[config.mk]
export PLATFORM = sky130hd
export DESIGN_NAME = commit_fence_sequencer
export DESIGN_NICKNAME = d
export VERILOG_FILES = /design/src/rtl/commit_fence_sequencer_pkg.sv /design/src/rtl/commit_fence_sequencer.sv
export SDC_FILE = /design/constraint.sdc
export NUM_CORES = 1
export LEC_CHECK = 0
export CAP_MARGIN = 15
export CORE_MARGIN = 2
export CORE_UTILIZATION = 43
export CTS_CLUSTER_SIZE = 24
export DETAILED_ROUTE_END_ITERATION = 7
export PLACE_DENSITY = 0.79
export SLEW_MARGIN = 20
export SYNTH_ARGS = -nofsm -noshare
export SYNTH_HDL_FRONTEND = slang
export SYNTH_SLANG_ARGS = --single-unit
export TNS_END_PERCENT = 1
[constraint.sdc]
create_clock -name clk_i -period 2 [get_ports clk_i]
set_clock_uncertainty 0.1 [all_clocks]
set_input_delay 0.2 -clock clk_i [delete_from_list [all_inputs] [get_ports clk_i]]
set_output_delay 0.2 -clock clk_i [all_outputs]
set_load 0.01 [all_outputs]
[src/rtl/commit_fence_sequencer_pkg.sv]
// Shared types for the commit fence sequencer: the fence op encoding,
// the sequencer state encoding and the path-selection helper that
// decides which stage follows the current one for a given op.
package commit_fence_sequencer_pkg;

  typedef enum logic [1:0] {
    OP_FENCE      = 2'd0,
    OP_FENCE_I    = 2'd1,
    OP_SFENCE_VMA = 2'd2,
    OP_RSVD       = 2'd3
  } fence_op_e;

  typedef enum logic [2:0] {
    ST_IDLE   = 3'd0,
    ST_DRAIN  = 3'd1,
    ST_DFLUSH = 3'd2,
    ST_IFLUSH = 3'd3,
    ST_TLB    = 3'd4,
    ST_DONE   = 3'd5
  } fence_seq_state_e;

  // Stage that follows 'cur' once 'cur' has finished its work. Abort
  // handling is not part of this; the caller overrides with ST_IDLE.
  function automatic fence_seq_state_e next_stage(input fence_seq_state_e cur,
                                                  input fence_op_e        op,
                                                  input logic             dflush_en);
    fence_seq_state_e nxt;
    nxt = ST_IDLE;
    case (cur)
      ST_DRAIN: begin
        if (((op == OP_FENCE) || (op == OP_FENCE_I)) && dflush_en) begin
          nxt = ST_DFLUSH;
        end else if (op == OP_FENCE_I) begin
          nxt = ST_IFLUSH;
        end else if (op == OP_SFENCE_VMA) begin
          nxt = ST_TLB;
        end else begin
          nxt = ST_DONE;
        end
      end
      ST_DFLUSH: begin
        if (op == OP_FENCE_I) begin
          nxt = ST_IFLUSH;
        end else begin
          nxt = ST_DONE;
        end
      end
      ST_IFLUSH: nxt = ST_DONE;
      ST_TLB:    nxt = ST_DONE;
      default:   nxt = ST_IDLE;
    endcase
    return nxt;
  endfunction

endpackage

[src/rtl/commit_fence_sequencer.sv]
// Commit fence sequencer: holds the commit ack of FENCE / FENCE.I /
// SFENCE.VMA until stores have drained, the D$ flush handshake is done and
// the I$/TLB invalidate pulses have gone out, then acks with a pipeline
// flush. halt/flush abort a pending sequence; an abort during the D$ flush
// is remembered and honoured once the cache acks, so the handshake is never
// left half-open.
module commit_fence_sequencer
  import commit_fence_sequencer_pkg::*;
#(
  parameter int unsigned VLEN          = 39,
  parameter int unsigned ASID_WIDTH    = 16,
  parameter int unsigned DRAIN_TIMEOUT = 1024,
  parameter int unsigned DCACHE_FLUSH  = 1
) (
  input  logic                  clk_i,
  input  logic                  rst_i,
  input  logic                  req_valid_i,
  input  logic [1:0]            req_op_i,
  input  logic [VLEN-1:0]       req_vaddr_i,
  input  logic [ASID_WIDTH-1:0] req_asid_i,
  input  logic                  halt_i,
  input  logic                  flush_i,
  input  logic                  no_st_pending_i,
  output logic                  dcache_flush_o,
  input  logic                  dcache_flush_ack_i,
  output logic                  icache_flush_o,
  output logic                  tlb_flush_o,
  output logic [VLEN-1:0]       tlb_vaddr_o,
  output logic [ASID_WIDTH-1:0] tlb_asid_o,
  output logic                  commit_ack_o,
  output logic                  flush_pipeline_o,
  output logic                  busy_o,
  output logic                  timeout_o
);

  localparam int unsigned      CNT_W     = $clog2(DRAIN_TIMEOUT + 1);
  localparam logic [CNT_W-1:0] CNT_MAX   = CNT_W'(DRAIN_TIMEOUT);
  localparam logic             DFLUSH_EN = (DCACHE_FLUSH != 0);

  fence_seq_state_e        state;
  fence_seq_state_e        state_next;
  fence_op_e               op_q;
  logic [VLEN-1:0]         vaddr_q;
  logic [ASID_WIDTH-1:0]   asid_q;
  logic [CNT_W-1:0]        cnt_q;
  logic [CNT_W-1:0]        cnt_inc;
  logic                    abort_q;
  logic                    timeout_q;
  logic                    dflush_q;
  logic                    iflush_q;
  logic                    tlb_q;
  logic                    done_q;
  logic                    busy_q;
  logic                    abort;
  logic                    accept;

  assign abort  = halt_i | flush_i;
  assign accept = (state == ST_IDLE) & req_valid_i & ~abort;

  // Saturating drain-cycle count for the current DRAIN visit.
  always_comb begin
    if (cnt_q == CNT_MAX) begin
      cnt_inc = cnt_q;
    end else begin
      cnt_inc = cnt_q + CNT_W'(1);
    end
  end

  // Next-state selection; aborts win over progress except inside DFLUSH,
  // where the cache ack must be waited for first.
  always_comb begin
    state_next = state;
    case (state)
      ST_IDLE: begin
        if (accept) begin
          if (fence_op_e'(req_op_i) == OP_RSVD) begin
            state_next = ST_DONE;
          end else begin
            state_next = ST_DRAIN;
          end
        end else begin
          state_next = ST_IDLE;
        end
      end
      ST_DRAIN: begin
        if (abort) begin
          state_next = ST_IDLE;
        end else if (no_st_pending_i) begin
          state_next = next_stage(ST_DRAIN, op_q, DFLUSH_EN);
        end else begin
          state_next = ST_DRAIN;
        end
      end
      ST_DFLUSH: begin
        if (dcache_flush_ack_i) begin
          if (abort_q || abort) begin
            state_next = ST_IDLE;
          end else begin
            state_next = next_stage(ST_DFLUSH, op_q, DFLUSH_EN);
          end
        end else begin
          state_next = ST_DFLUSH;
        end
      end
      ST_IFLUSH, ST_TLB: begin
        if (abort) begin
          state_next = ST_IDLE;
        end else begin
          state_next = next_stage(state, op_q, DFLUSH_EN);
        end
      end
      ST_DONE: state_next = ST_IDLE;
      default: state_next = ST_IDLE;
    endcase
  end

  // State register.
  always_ff @(posedge clk_i) begin
    if (rst_i) begin
      state <= ST_IDLE;
    end else begin
      state <= state_next;
    end
  end

  // Operand capture on accept; the requester holds req_* stable anyway,
  // but the TLB outputs must not follow later changes on the bus.
  always_ff @(posedge clk_i) begin
    if (rst_i) begin
      op_q    <= OP_FENCE;
      vaddr_q <= '0;
      asid_q  <= '0;
    end else if (accept) begin
      op_q    <= fence_op_e'(req_op_i);
      vaddr_q <= req_vaddr_i;
      asid_q  <= req_asid_i;
    end else begin
      op_q    <= op_q;
      vaddr_q <= vaddr_q;
      asid_q  <= asid_q;
    end
  end

  // Drain counter, deferred-abort flag and sticky timeout flag.
  always_ff @(posedge clk_i) begin
    if (rst_i) begin
      cnt_q     <= '0;
      abort_q   <= 1'b0;
      timeout_q <= 1'b0;
    end else begin
      if (accept) begin
        cnt_q   <= '0;
        abort_q <= 1'b0;
      end else begin
        if (state == ST_DRAIN) begin
          cnt_q <= cnt_inc;
        end
        if ((state == ST_DFLUSH) && abort) begin
          abort_q <= 1'b1;
        end
      end
      if ((state == ST_DRAIN) && (cnt_inc == CNT_MAX)) begin
        timeout_q <= 1'b1;
      end
    end
  end

  // Output flags registered from the next state so they line up with it.
  always_ff @(posedge clk_i) begin
    if (rst_i) begin
      dflush_q <= 1'b0;
      iflush_q <= 1'b0;
      tlb_q    <= 1'b0;
      done_q   <= 1'b0;
      busy_q   <= 1'b0;
    end else begin
      dflush_q <= (state_next == ST_DFLUSH);
      iflush_q <= (state_next == ST_IFLUSH);
      tlb_q    <= (state_next == ST_TLB);
      done_q   <= (state_next == ST_DONE);
      busy_q   <= (state_next != ST_IDLE);
    end
  end

  // An abort arriving in a pulse/ack cycle suppresses that pulse: the op
  // will re-execute, so a half-delivered sequence must not be acked.
  assign dcache_flush_o   = dflush_q;
  assign icache_flush_o   = iflush_q & ~abort;
  assign tlb_flush_o      = tlb_q & ~abort;
  assign commit_ack_o     = done_q & ~abort;
  assign flush_pipeline_o = done_q & ~abort;
  assign tlb_vaddr_o      = vaddr_q;
  assign tlb_asid_o       = asid_q;
  assign busy_o           = busy_q;
  assign timeout_o        = timeout_q;

endmodule

==> run summary, run 1 <==
* result of the run: finished clean
* Yosys warning count: 0
* Setup crit end kind: flip-flop
* Starting Density: 44.0%
* via-per-instance ratio: 4.96
* final core utilization: 66.3%
* n_diodes: 0
* Pwr Total: 3.06 mW
* clock period minus worst slack: 1.94 ns
* number of instances in the synthesized netlist: 394
* Worst path top cell family by delay: simple AND/OR/NAND/NOR gates
* final clock period utilization by the worst path: 96.8%
* layout-stage area growth over the synthesis result: 50.7%
* top post-synthesis cells by area: sky130_fd_sc_hd__dfxtp_1 49%, sky130_fd_sc_hd__nand2_1 14%, sky130_fd_sc_hd__a21oi_1 9.8%, sky130_fd_sc_hd__nor2_1 2.4%, sky130_fd_sc_hd__buf_2 1.9%
* Worst Max-Slew Pin Slew: 0.627 ns
* post-synth top area cell: sky130_fd_sc_hd__dfxtp_1
* DRC marker count from the first detailed-route iteration: 127
* count of endpoints failing setup in the final report: 0
* Clock Pin Slew Worst Setup and Hold Paths: 0.08 ns
* final cell count without fillers: 627
* Final GP Congestion: 0.851
* dpl hpwl: 6050 um
* cells along the critical path: inv_1 -> ha_1 -> nor4b_4 -> and4b_4 -> mux2i_1 -> or4_1 -> o22ai_1
* Tot GR Track Use: 21.2%
* global-route congestion overflow total: 0
* worst r2r src: cnt_q[0]
* remaining max-slew budget at the tightest pin: 58.2%
* depth of the worst hold-timing path: 5
* Die Y-Extent: 89.9 um
* number of nets in the final layout: 589
* total clock buffers created by CTS: 9
* Post-Syn Area: 3170 um2
* proportion of power drawn by the clock network: 34.9%
* unrepaired setup endpoints after global routing: true
* net switching component of the power: 0.778 mW
* Top FF cell, synth: sky130_fd_sc_hd__dfxtp_1
* remaining antenna violation count: 0
* Critical Path Max Stage Delay: 0.49 ns
* Sequential Power Share: 52.8%
* wire length after detailed routing: 8410 um
* number of buffer and inverter stages on the critical path: 1
* number of enable-type register cells in the synthesized netlist: 0
* required time at the endpoint of the critical path: 2.17 ns
* share of flip-flops with an asynchronous set or reset: 0%
* number of max-cap violations: 0
* clock insertion delay at the later pin of the skew report: 0.34 ns
* reg-to-reg slack, setup: 0.06 ns
* number of sinks on the clock net: 78
* final routed wire length divided by cell count: 13.4 um
* Crit Path Category: reg -> reg
* count of TritonRoute iterations in the first routing pass: 4
* number of cell rows: 31
* wire length of the first global-routing pass: 14000 um
* terminating pin of the worst hold path: timeout_o
* Yosys top cell area share: 49.2%
* library cell contributing the largest single delay on the critical path: sky130_fd_sc_hd__or4_1
* DRC violations left: 0
* category of the worst setup path launch point: flip-flop
* sequential area share after synthesis: 49.2%
* final-report hold violation count: 0
* distinct cell type count after synthesis: 44
* Reg2Reg Capture Point: timeout_o
* Max clock buf depth: 2
* full die area: 8090 um2
* layout cell share with drive strength beyond 1: 9.66%
* horizontal die dimension: 89.9 um
* mean instance size in the synthesized netlist: 8.06 um2
* met2 GRT Util: 37.2%
* total via count after detailed routing: 3109
* count leader, synth: sky130_fd_sc_hd__nand2_1
* Core Box Area: 7210 um2
* max frequency: 517 MHz
* GR Util met1: 24.7%
* portion of total power attributed to combinational logic: 12.4%
* vias in the first global route: 2940
* fin. max-slew vios: 0
* most frequent cells after synthesis: 121 x sky130_fd_sc_hd__nand2_1, 78 x sky130_fd_sc_hd__dfxtp_1, 62 x sky130_fd_sc_hd__a21oi_1
* initial antenna violation count: 0
* critical hold path startpoint: rst_i
* synthesized flop and latch total: 78
* count of input and output buffers: 125
* Ports: 126
* met3 Resource Use GR: 4.95%
* GR peak layer: met2
* leakage dissipation: 1.72 nW
* power per cell area: 640 nW/um2
* Power Internal: 2.28 mW
* Sw Share: 25.4%
* maximum number of pins on one net before global-route repair: 62
* arrival time at the worst endpoint: 2.10 ns
* syn nets: 460
* Worst Hold Class: in -> reg
* largest voltage drop on the vdd net: 0.370 mV
* CTS tree: done
* Cells after DPL: 610
* maximum level of the CTS H-tree: 3
* maximum fanout encountered on the critical timing path: 6
* Worst Reg-to-Reg Cells: 7
* Root Driver: sky130_fd_sc_hd__clkbuf_8
-- worst min-delay path, stage by stage --
cell and delay [ns]:
sky130_fd_sc_hd__buf_2 0.09, sky130_fd_sc_hd__nor3_1 0.04, sky130_fd_sc_hd__o31ai_1 0.07, sky130_fd_sc_hd__or4_1 0.13, sky130_fd_sc_hd__o22ai_1 0.07
-- cells by family after synthesis --
kind of cell / Yosys count / share of synthesized area (%)
flip-flops: 78 / 49.2
AO/OA/AOI/OAI: 80 / 13.9
XOR/XNOR: 9 / 2.48
AND/OR/NAND/NOR: 187 / 27.0
adder cells (fa/ha/maj): 2 / 0.788
buffers and inverters: 35 / 5.68
multiplexers: 3 / 0.946
-- what timing repair did --
| action | 4_1_cts | 5_1_grt |
|---|---|---|
| gates cloned | 0 | 0 |
| hold buffers | 0 | 0 |
| setup endpoints to repair | 1 | 5 |
| resized for setup | 1 | 4 |
| pin swaps | 0 | 2 |
| buffers inserted | 0 | 1 |
-- sequential cells by signal (all words and copies together) (netlist names) --
name,count
abort_q,1
tlb_vaddr_o,39
cnt_q,11
tlb_q,1
busy_o,1
state,3
timeout_o,1
done_q,1
tlb_asid_o,16
iflush_q,1
op_q,2
dcache_flush_o,1
-- layer usage --
layer / routed length (um) / part of all wire (%) / vias up
met5: 0 / 0 / -
met2: 4100 / 49 / 122
met3: 499 / 5.9 / 14
li1: - / - / 1564
met4: 166 / 2.0 / 0
met1: 3640 / 43 / 1409
-- metrics by stage --
stage	worst slack (ns)	setup TNS, ns	area (um2)	hold WS, ns
detailed placement	-0.149	-7.90	4580	0.347
CTS	0.0143	0	4770	0.183
finish	0.0642	0	4780	0.202
floorplan	0.177	0	3170	0.236
global route	-0.0721	-0.0721	4780	0.213
global placement	-0.118	-6.98	4580	0.341
-- cell type report --
class / count / area, um2
Clock buffer: 9 / 124
Clock inverter: 7 / 56.3
Fill cell: 628 / 2430
Inverter: 7 / 26.3
Multi-Input combinational cell: 281 / 1440
Sequential cell: 78 / 1570
Tap cell: 99 / 124
Timing Repair Buffer: 146 / 1440
-- worst max path at each step --
stage | start | to | slack (ns) | cells past startpoint
2_1_floorplan | cnt_q[0] | timeout_o | 0.18 | 7
3_3_place_gp | req_valid_i | tlb_vaddr_o[28] | -0.12 | 6
3_5_place_dp | req_valid_i | tlb_vaddr_o[33] | -0.15 | 6
4_1_cts | flush_i | flush_pipeline_o | 0.01 | 4
5_1_grt | cnt_q[0] | timeout_o | -0.07 | 7
6_report | cnt_q[0] | timeout_o | 0.06 | 7
-- power by group through the flow --
stage	clock network, mW	logic, mW	registers, mW
after floorplan	0	0.113	1.67
after global placement	0	0.374	1.65
after detailed placement	0	0.379	1.65
after CTS	1.10	0.382	1.62
after global routing	1.17	0.409	1.62
final	1.07	0.379	1.61
-- placed cells by master, fill, tap and decap left out, types with 6 or more instances in the layout --
cell type	instances
sky130_fd_sc_hd__a21oi_1	62
sky130_fd_sc_hd__buf_4	18
sky130_fd_sc_hd__clkbuf_8	9
sky130_fd_sc_hd__clkdlybuf4s50_1	124
sky130_fd_sc_hd__dfxtp_1	76
sky130_fd_sc_hd__inv_1	7
sky130_fd_sc_hd__nand2_1	121
sky130_fd_sc_hd__nor2_1	19
sky130_fd_sc_hd__nor3_1	7
sky130_fd_sc_hd__xor2_1	6
No activity file was read; power rests on OpenSTA's default activity.
==> run 2: changes to the inputs <==
clock period = 1.9 ns   (was 2 ns; I/O delays follow)
==> run summary, run 2 (synthesized netlist as in run 1, its figures left out) <==
* Core Box Area: 7210 um2, unchanged
* Max clock buf depth: 2, unchanged
* max frequency: 538 MHz, +4.2%
* via-per-instance ratio: 4.94, -0.31%
* horizontal die dimension: 89.9 um, unchanged
* Ports: 126, unchanged
* Die Y-Extent: 89.9 um, unchanged
* DRC marker count from the first detailed-route iteration: 150, +18%
* initial antenna violation count: 0, unchanged
* placement-stage cell area: 4620 um2, +0.87%
* power per cell area: 687 nW/um2, +7.3%
* number of max-cap violations: 0, unchanged
* maximum number of pins on one net before global-route repair: 62, unchanged
* n_diodes: 0, unchanged
* clock insertion delay at the later pin of the skew report: 0.33 ns, about the same
* required time at the endpoint of the critical path: 2.06 ns, -0.11 ns
* vias in the first global route: 2942, +0.068%
* smallest hold slack: 0.166 ns, -0.0364 ns
* Final GP Congestion: 0.844, -0.82%
* Starting Density: 44.0%, unchanged
* number of nets in the final layout: 595, +1.0%
* final-report hold violation count: 0, unchanged
* number of buffers inserted by hold repair at cts: 0, unchanged
* number of sinks on the clock net: 78, unchanged
* pre-CTS worst setup slack: -0.249 ns, -0.100 ns
* dpl hpwl: 6020 um, -0.54%
* Root Driver: sky130_fd_sc_hd__clkbuf_8
* CTS tree: done
* full die area: 8090 um2, unchanged
* layout cell share with drive strength beyond 1: 11.8%, +2.1 points
* maximum level of the CTS H-tree: 3, unchanged
* final clock period utilization by the worst path: 97.8%, +0.99 points
* total clock buffers created by CTS: 9, unchanged
* most common library cell in the layout ignoring fill and taps: sky130_fd_sc_hd__clkdlybuf4s50_1
* final worst slack: 0.0422 ns, -0.0219 ns
* leading cell types in the layout, fill and taps excluded: 124 x sky130_fd_sc_hd__clkdlybuf4s50_1, 121 x sky130_fd_sc_hd__nand2_1, 74 x sky130_fd_sc_hd__dfxtp_1
* category of the worst setup path launch point: flip-flop
* Worst Max-Slew Pin Slew: 0.605 ns, -0.0219 ns
* post-CTS setup repair buffer count: 0, unchanged
* arrival time at the worst endpoint: 2.02 ns, -0.08 ns
* total via count after detailed routing: 3129, +0.64%
* clock period minus worst slack: 1.86 ns, -0.0781 ns
* Worst Hold Class: in -> reg
* max FFs per register: 39, unchanged
* count of TritonRoute iterations in the first routing pass: 4, unchanged
* unrepaired setup endpoints after global routing: true
* Crit Path Category: reg -> reg
* wire length of the first global-routing pass: 13800 um, -1.6%
* Clock Pin Slew Worst Setup and Hold Paths: 0.08 ns, about the same
* DRC violations left: 0, unchanged
* number of cell rows: 31, unchanged
* Tot GR Track Use: 20.5%, -0.71 points
* layout-stage area growth over the synthesis result: 54.1%
* maximum fanout encountered on the critical timing path: 6, unchanged
* largest voltage drop on the vdd net: 0.379 mV, +2.5%
* post-route design area: 4890 um2, +2.3%
* global-route congestion overflow total: 0, unchanged
* Setup crit end kind: flip-flop
* remaining max-slew budget at the tightest pin: 59.7%, +1.5 points
* count of endpoints failing setup in the final report: 0, unchanged
* remaining antenna violation count: 0, unchanged
* count of input and output buffers: 125, unchanged
* leakage dissipation: 1.77 nW, +2.7%
* accumulated negative setup slack: 0 ns, unchanged
* Pwr Total: 3.36 mW, +9.7%
* final routed wire length divided by cell count: 13.2 um, -1.5%
* fin. max-slew vios: 0, unchanged
* result of the run: finished clean
* wire length after detailed routing: 8360 um, -0.54%
-- run 2: changes by cell type in the layout (fill, tap and decap cells not counted), sizes merged --
| cell | previous run | this run |
|---|---|---|
| clkinv | 4 | 3 |
| bufinv | 0 | 1 |
| clkbuf | 9 | 10 |
| buf | 22 | 28 |
| clkinvlp | 1 | 2 |
| inv | 9 | 7 |
-- run 2: repair_timing --
item / CTS / global route
endpoints found under the hold margin: 0 / 0
endpoints found under the setup margin: 5 / 64
pin swaps: 0 / 2
resized for setup: 3 / 16
-- run 2: worst max-delay path: stages, from the launching register on --
cell and delay (ns):
sky130_fd_sc_hd__dfxtp_4 0.38, sky130_fd_sc_hd__ha_2 0.25, sky130_fd_sc_hd__nand3_1 0.09, sky130_fd_sc_hd__nor2_1 0.13, sky130_fd_sc_hd__and2b_1 0.19, sky130_fd_sc_hd__or4_1 0.52, sky130_fd_sc_hd__o22ai_1 0.12
-- run 2: layout make-up --
type,count,area (um2)
Clock inverter,6,71.3
Clock buffer,10,138
Timing Repair Buffer,152,1480
Inverter,7,28.8
Multi-Input combinational cell,281,1480
Tap cell,99,124
Sequential cell,78,1570
Fill cell,582,2320
-- run 2: final timing paths --
kind	startpoint	to	slack, ns	cells after the start
setup / recovery	cnt_q[0]	timeout_o	0.04	6
hold / removal	rst_i	timeout_o	0.17	5
setup reg to reg	cnt_q[0]	timeout_o	0.04	6
hold reg to reg	tlb_vaddr_o[21]	tlb_vaddr_o[21]	0.35	2
-- run 2: stage by stage --
stage               cells  utilization (%)
CTS                   633             67.1
global route          633             67.8
detailed placement    617             64.1
global placement      617             64.1
finish                633             67.8
floorplan             394                -
-- run 2: where the power goes --
part	total, mW	leakage (nW)	switching [mW]	internal [mW]
sequential	1.70	0.634	0.0236	1.68
clock	1.25	0.0987	0.603	0.649
combinational	0.406	1.04	0.162	0.244
-- run 2: metal layers --
layer / GRT usage, % / part of all wire (%) / up-vias
met3: 5.36 / 7.0 / 8
met4: 9.10 / 1.2 / 0
met5: 0 / 0 / -
li1: - / - / 1582
met2: 33.6 / 48 / 111
met1: 25.5 / 44 / 1428
==> run 3: changes to the inputs <==
ABC_CLOCK_PERIOD_IN_PS = 1900   (was unset)
CELL_PAD_IN_SITES_DETAIL_PLACEMENT = 2   (was unset)
CELL_PAD_IN_SITES_GLOBAL_PLACEMENT = 2   (was unset)
CORE_UTILIZATION = 24   (was 43)
CTS_CLUSTER_DIAMETER = 50   (was unset)
PLACE_DENSITY = unset   (was 0.79)
PLACE_DENSITY_LB_ADDON = 0.1   (was unset)
==> run summary, run 3 (synthesized netlist as in run 1, its figures left out) <==
* result of the run: finished clean
* total clock buffers created by CTS: 9, unchanged
* unrepaired setup endpoints after global routing: true
* full die area: 14200 um2, +75%
* DRC violations left: 0, unchanged
* max frequency: 543 MHz, +0.96%
* final cell count without fillers: 719, +14%
* Root Driver: sky130_fd_sc_hd__clkbuf_16
* final routed wire length divided by cell count: 15.6 um, +18%
* Die Y-Extent: 119 um, +32%
* met2 GRT Util: 28.3%, -5.4 points
* Worst Max-Slew Pin Slew: 0.399 ns, -0.206 ns
* sequential cell area: 1570 um2, unchanged
* Worst Hold Class: in -> reg
* wire length after detailed routing: 11200 um, +34%
* largest voltage drop on the vdd net: 0.400 mV, +5.5%
* final-report hold violation count: 0, unchanged
* initial antenna violation count: 0, unchanged
* Ports: 126, unchanged
* depth of the worst hold-timing path: 5, unchanged
* Pwr Total: 3.75 mW, +12%
* Core Box Area: 13100 um2, +81%
* count of TritonRoute iterations in the first routing pass: 4, unchanged
* horizontal die dimension: 119 um, +32%
* layout cell share with drive strength beyond 1: 14.0%, +2.2 points
* portion of total power attributed to combinational logic: 11.3%, -0.8 points
* met3 Resource Use GR: 5.03%, -0.34 points
* number of max-cap violations: 0, unchanged
* power per cell area: 727 nW/um2, +5.8%
* leading cell types in the layout, fill and taps excluded: 124 x sky130_fd_sc_hd__clkdlybuf4s50_1, 121 x sky130_fd_sc_hd__nand2_1, 74 x sky130_fd_sc_hd__dfxtp_1
* Reg2Reg Capture Point: timeout_o
* vias in the first global route: 3536, +20%
* maximum level of the CTS H-tree: 3, unchanged
* Sw Share: 24.1%, +0.57 points
* critical hold path startpoint: rst_i
* DRC marker count from the first detailed-route iteration: 91, -39%
* Setup crit end kind: flip-flop
* count of input and output buffers: 125, unchanged
* layout-stage area growth over the synthesis result: 62.5%
* count of endpoints failing setup in the final report: 0, unchanged
* clock insertion delay at the later pin of the skew report: 0.34 ns, about the same
* Max clock buf depth: 2, unchanged
* arrival time at the worst endpoint: 2.01 ns, about the same
* proportion of power drawn by the clock network: 43.3%, +6.0 points
* cells along the critical path: or3b_4 -> nor3_2 -> o31ai_1 -> or4_1 -> o22ai_1
* max FFs per register: 39, unchanged
* maximum number of pins on one net before global-route repair: 49, -21%
* remaining antenna violation count: 0, unchanged
* GR peak layer: met2
* required time at the endpoint of the critical path: 2.07 ns, about the same
* number of sinks on the clock net: 78, unchanged
* CTS tree: done
* total via count after detailed routing: 3255, +4.0%
* Clock Pin Slew Worst Setup and Hold Paths: 0.06 ns, -0.02 ns
* wire length of the first global-routing pass: 18200 um, +32%
* Power Internal: 2.85 mW, +11%
* global-route congestion overflow total: 0, unchanged
* number of buffers inserted by hold repair at cts: 0, unchanged
* footprint of the multi-input gates: 1510 um2, +2.0%
* number of inserted filler cells in the final layout: 1496, +160%
* smallest hold slack: 0.189 ns, +0.0235 ns
* Cells after DPL: 703, +14%
* GR Util met1: 19.1%, -6.4 points
* fin. max-slew vios: 0, unchanged
* Sequential Power Share: 45.4%, -5.2 points
* Starting Density: 24.3%, -20 points
* net switching component of the power: 0.902 mW, +14%
* most common library cell in the layout ignoring fill and taps: sky130_fd_sc_hd__clkdlybuf4s50_1
* worst r2r src: state[0]
* number of cell rows: 42, +35%
* terminating pin of the worst hold path: timeout_o
* library cell contributing the largest single delay on the critical path: sky130_fd_sc_hd__or4_1
* via-per-instance ratio: 4.53, -8.4%
* clock period minus worst slack: 1.84 ns, -0.0176 ns
* dpl hpwl: 8400 um, +40%
* Worst Reg-to-Reg Cells: 5, -1
* remaining max-slew budget at the tightest pin: 73.4%, +14 points
* category of the worst setup path launch point: flip-flop
* number of nets in the final layout: 604, +1.5%
* n_diodes: 0, unchanged
* leakage dissipation: 1.86 nW, +5.0%
* Tot GR Track Use: 16.4%, -4.1 points
* maximum fanout encountered on the critical timing path: 5, -1
* Critical Path Max Stage Delay: 0.51 ns, about the same
* final clock period utilization by the worst path: 96.9%, -0.93 points
* reg-to-reg slack, setup: 0.06 ns, +0.02 ns
* Final GP Congestion: 0.783, -7.2%
* Crit Path Category: reg -> reg
* post-CTS setup repair buffer count: 0, unchanged
[run 3: cell types whose count changed in the layout (fill, tap and decap cells not counted), moves of 2 or more]
cell | previous run | this run
sky130_fd_sc_hd__buf_6 | 2 | 0
sky130_fd_sc_hd__clkinv_4 | 3 | 0
sky130_fd_sc_hd__clkbuf_8 | 10 | 1
sky130_fd_sc_hd__clkinv_2 | 0 | 2
sky130_fd_sc_hd__buf_4 | 23 | 33
sky130_fd_sc_hd__clkbuf_16 | 0 | 9
[run 3: power by group through the flow]
stage | Clock (mW) | Combinational, mW | Sequential [mW]
after detailed placement | 0 | 0.422 | 1.74
after floorplan | 0 | 0.119 | 1.76
final | 1.62 | 0.422 | 1.70
after global placement | 0 | 0.415 | 1.74
after CTS | 1.70 | 0.429 | 1.70
after global routing | 1.76 | 0.461 | 1.71
[run 3: per-layer routing]
metal / routed length (um) / vias to the layer above / share of wire (%)
li1: - / 1594 / -
met3: 680 / 13 / 6.1
met1: 4900 / 1560 / 44
met4: 167 / 0 / 1.5
met2: 5470 / 88 / 49
met5: 0 / - / 0
[run 3: worst max-delay path, delay by kind of cell, from the launching register on]
kind | cells | cell delay (ns)
AND/OR/NAND/NOR | 3 | 1.08
AO/OA/AOI/OAI | 2 | 0.24
flip-flops | 1 | 0.35
[run 3: worst max path at each step]
stage                           start              end  slack, ns
final                        state[0]        timeout_o       0.06
after global routing         cnt_q[1]        timeout_o      -0.05
after floorplan              cnt_q[0]        timeout_o       0.08
after CTS                    cnt_q[0]        timeout_o      -0.01
after global placement    req_valid_i  tlb_vaddr_o[13]      -0.26
after detailed placement  req_valid_i  tlb_vaddr_o[31]      -0.33
[run 3: repair_timing]
action / 4_1_cts / 5_1_grt
endpoints found under the setup margin: 6 / 28
gates resized for setup: 5 / 17
pin swaps: 1 / 4
[run 3: final cells by class]
class | count | share of cell area [%]
Clock buffer | 11 | 4.71
Clock inverter | 5 | 0.655
Inverter | 7 | 0.558
Multi-Input combinational cell | 281 | 29.3
Sequential cell | 78 | 30.4
Tap cell | 176 | 4.27
Timing Repair Buffer | 161 | 30.1
[run 3: through the flow]
stage          worst slack (ns)  TNS (ns)  cell area, um2  utilization [%]
4_1_cts                 -0.0129   -0.0129            5100             39.0
5_1_grt                 -0.0471    -0.305            5160             39.4
2_1_floorplan            0.0767         0            3170                -
3_5_place_dp             -0.329    -18.11            4800             36.7
6_report                 0.0598         0            5160             39.4
3_3_place_gp             -0.258    -16.82            4800             36.7
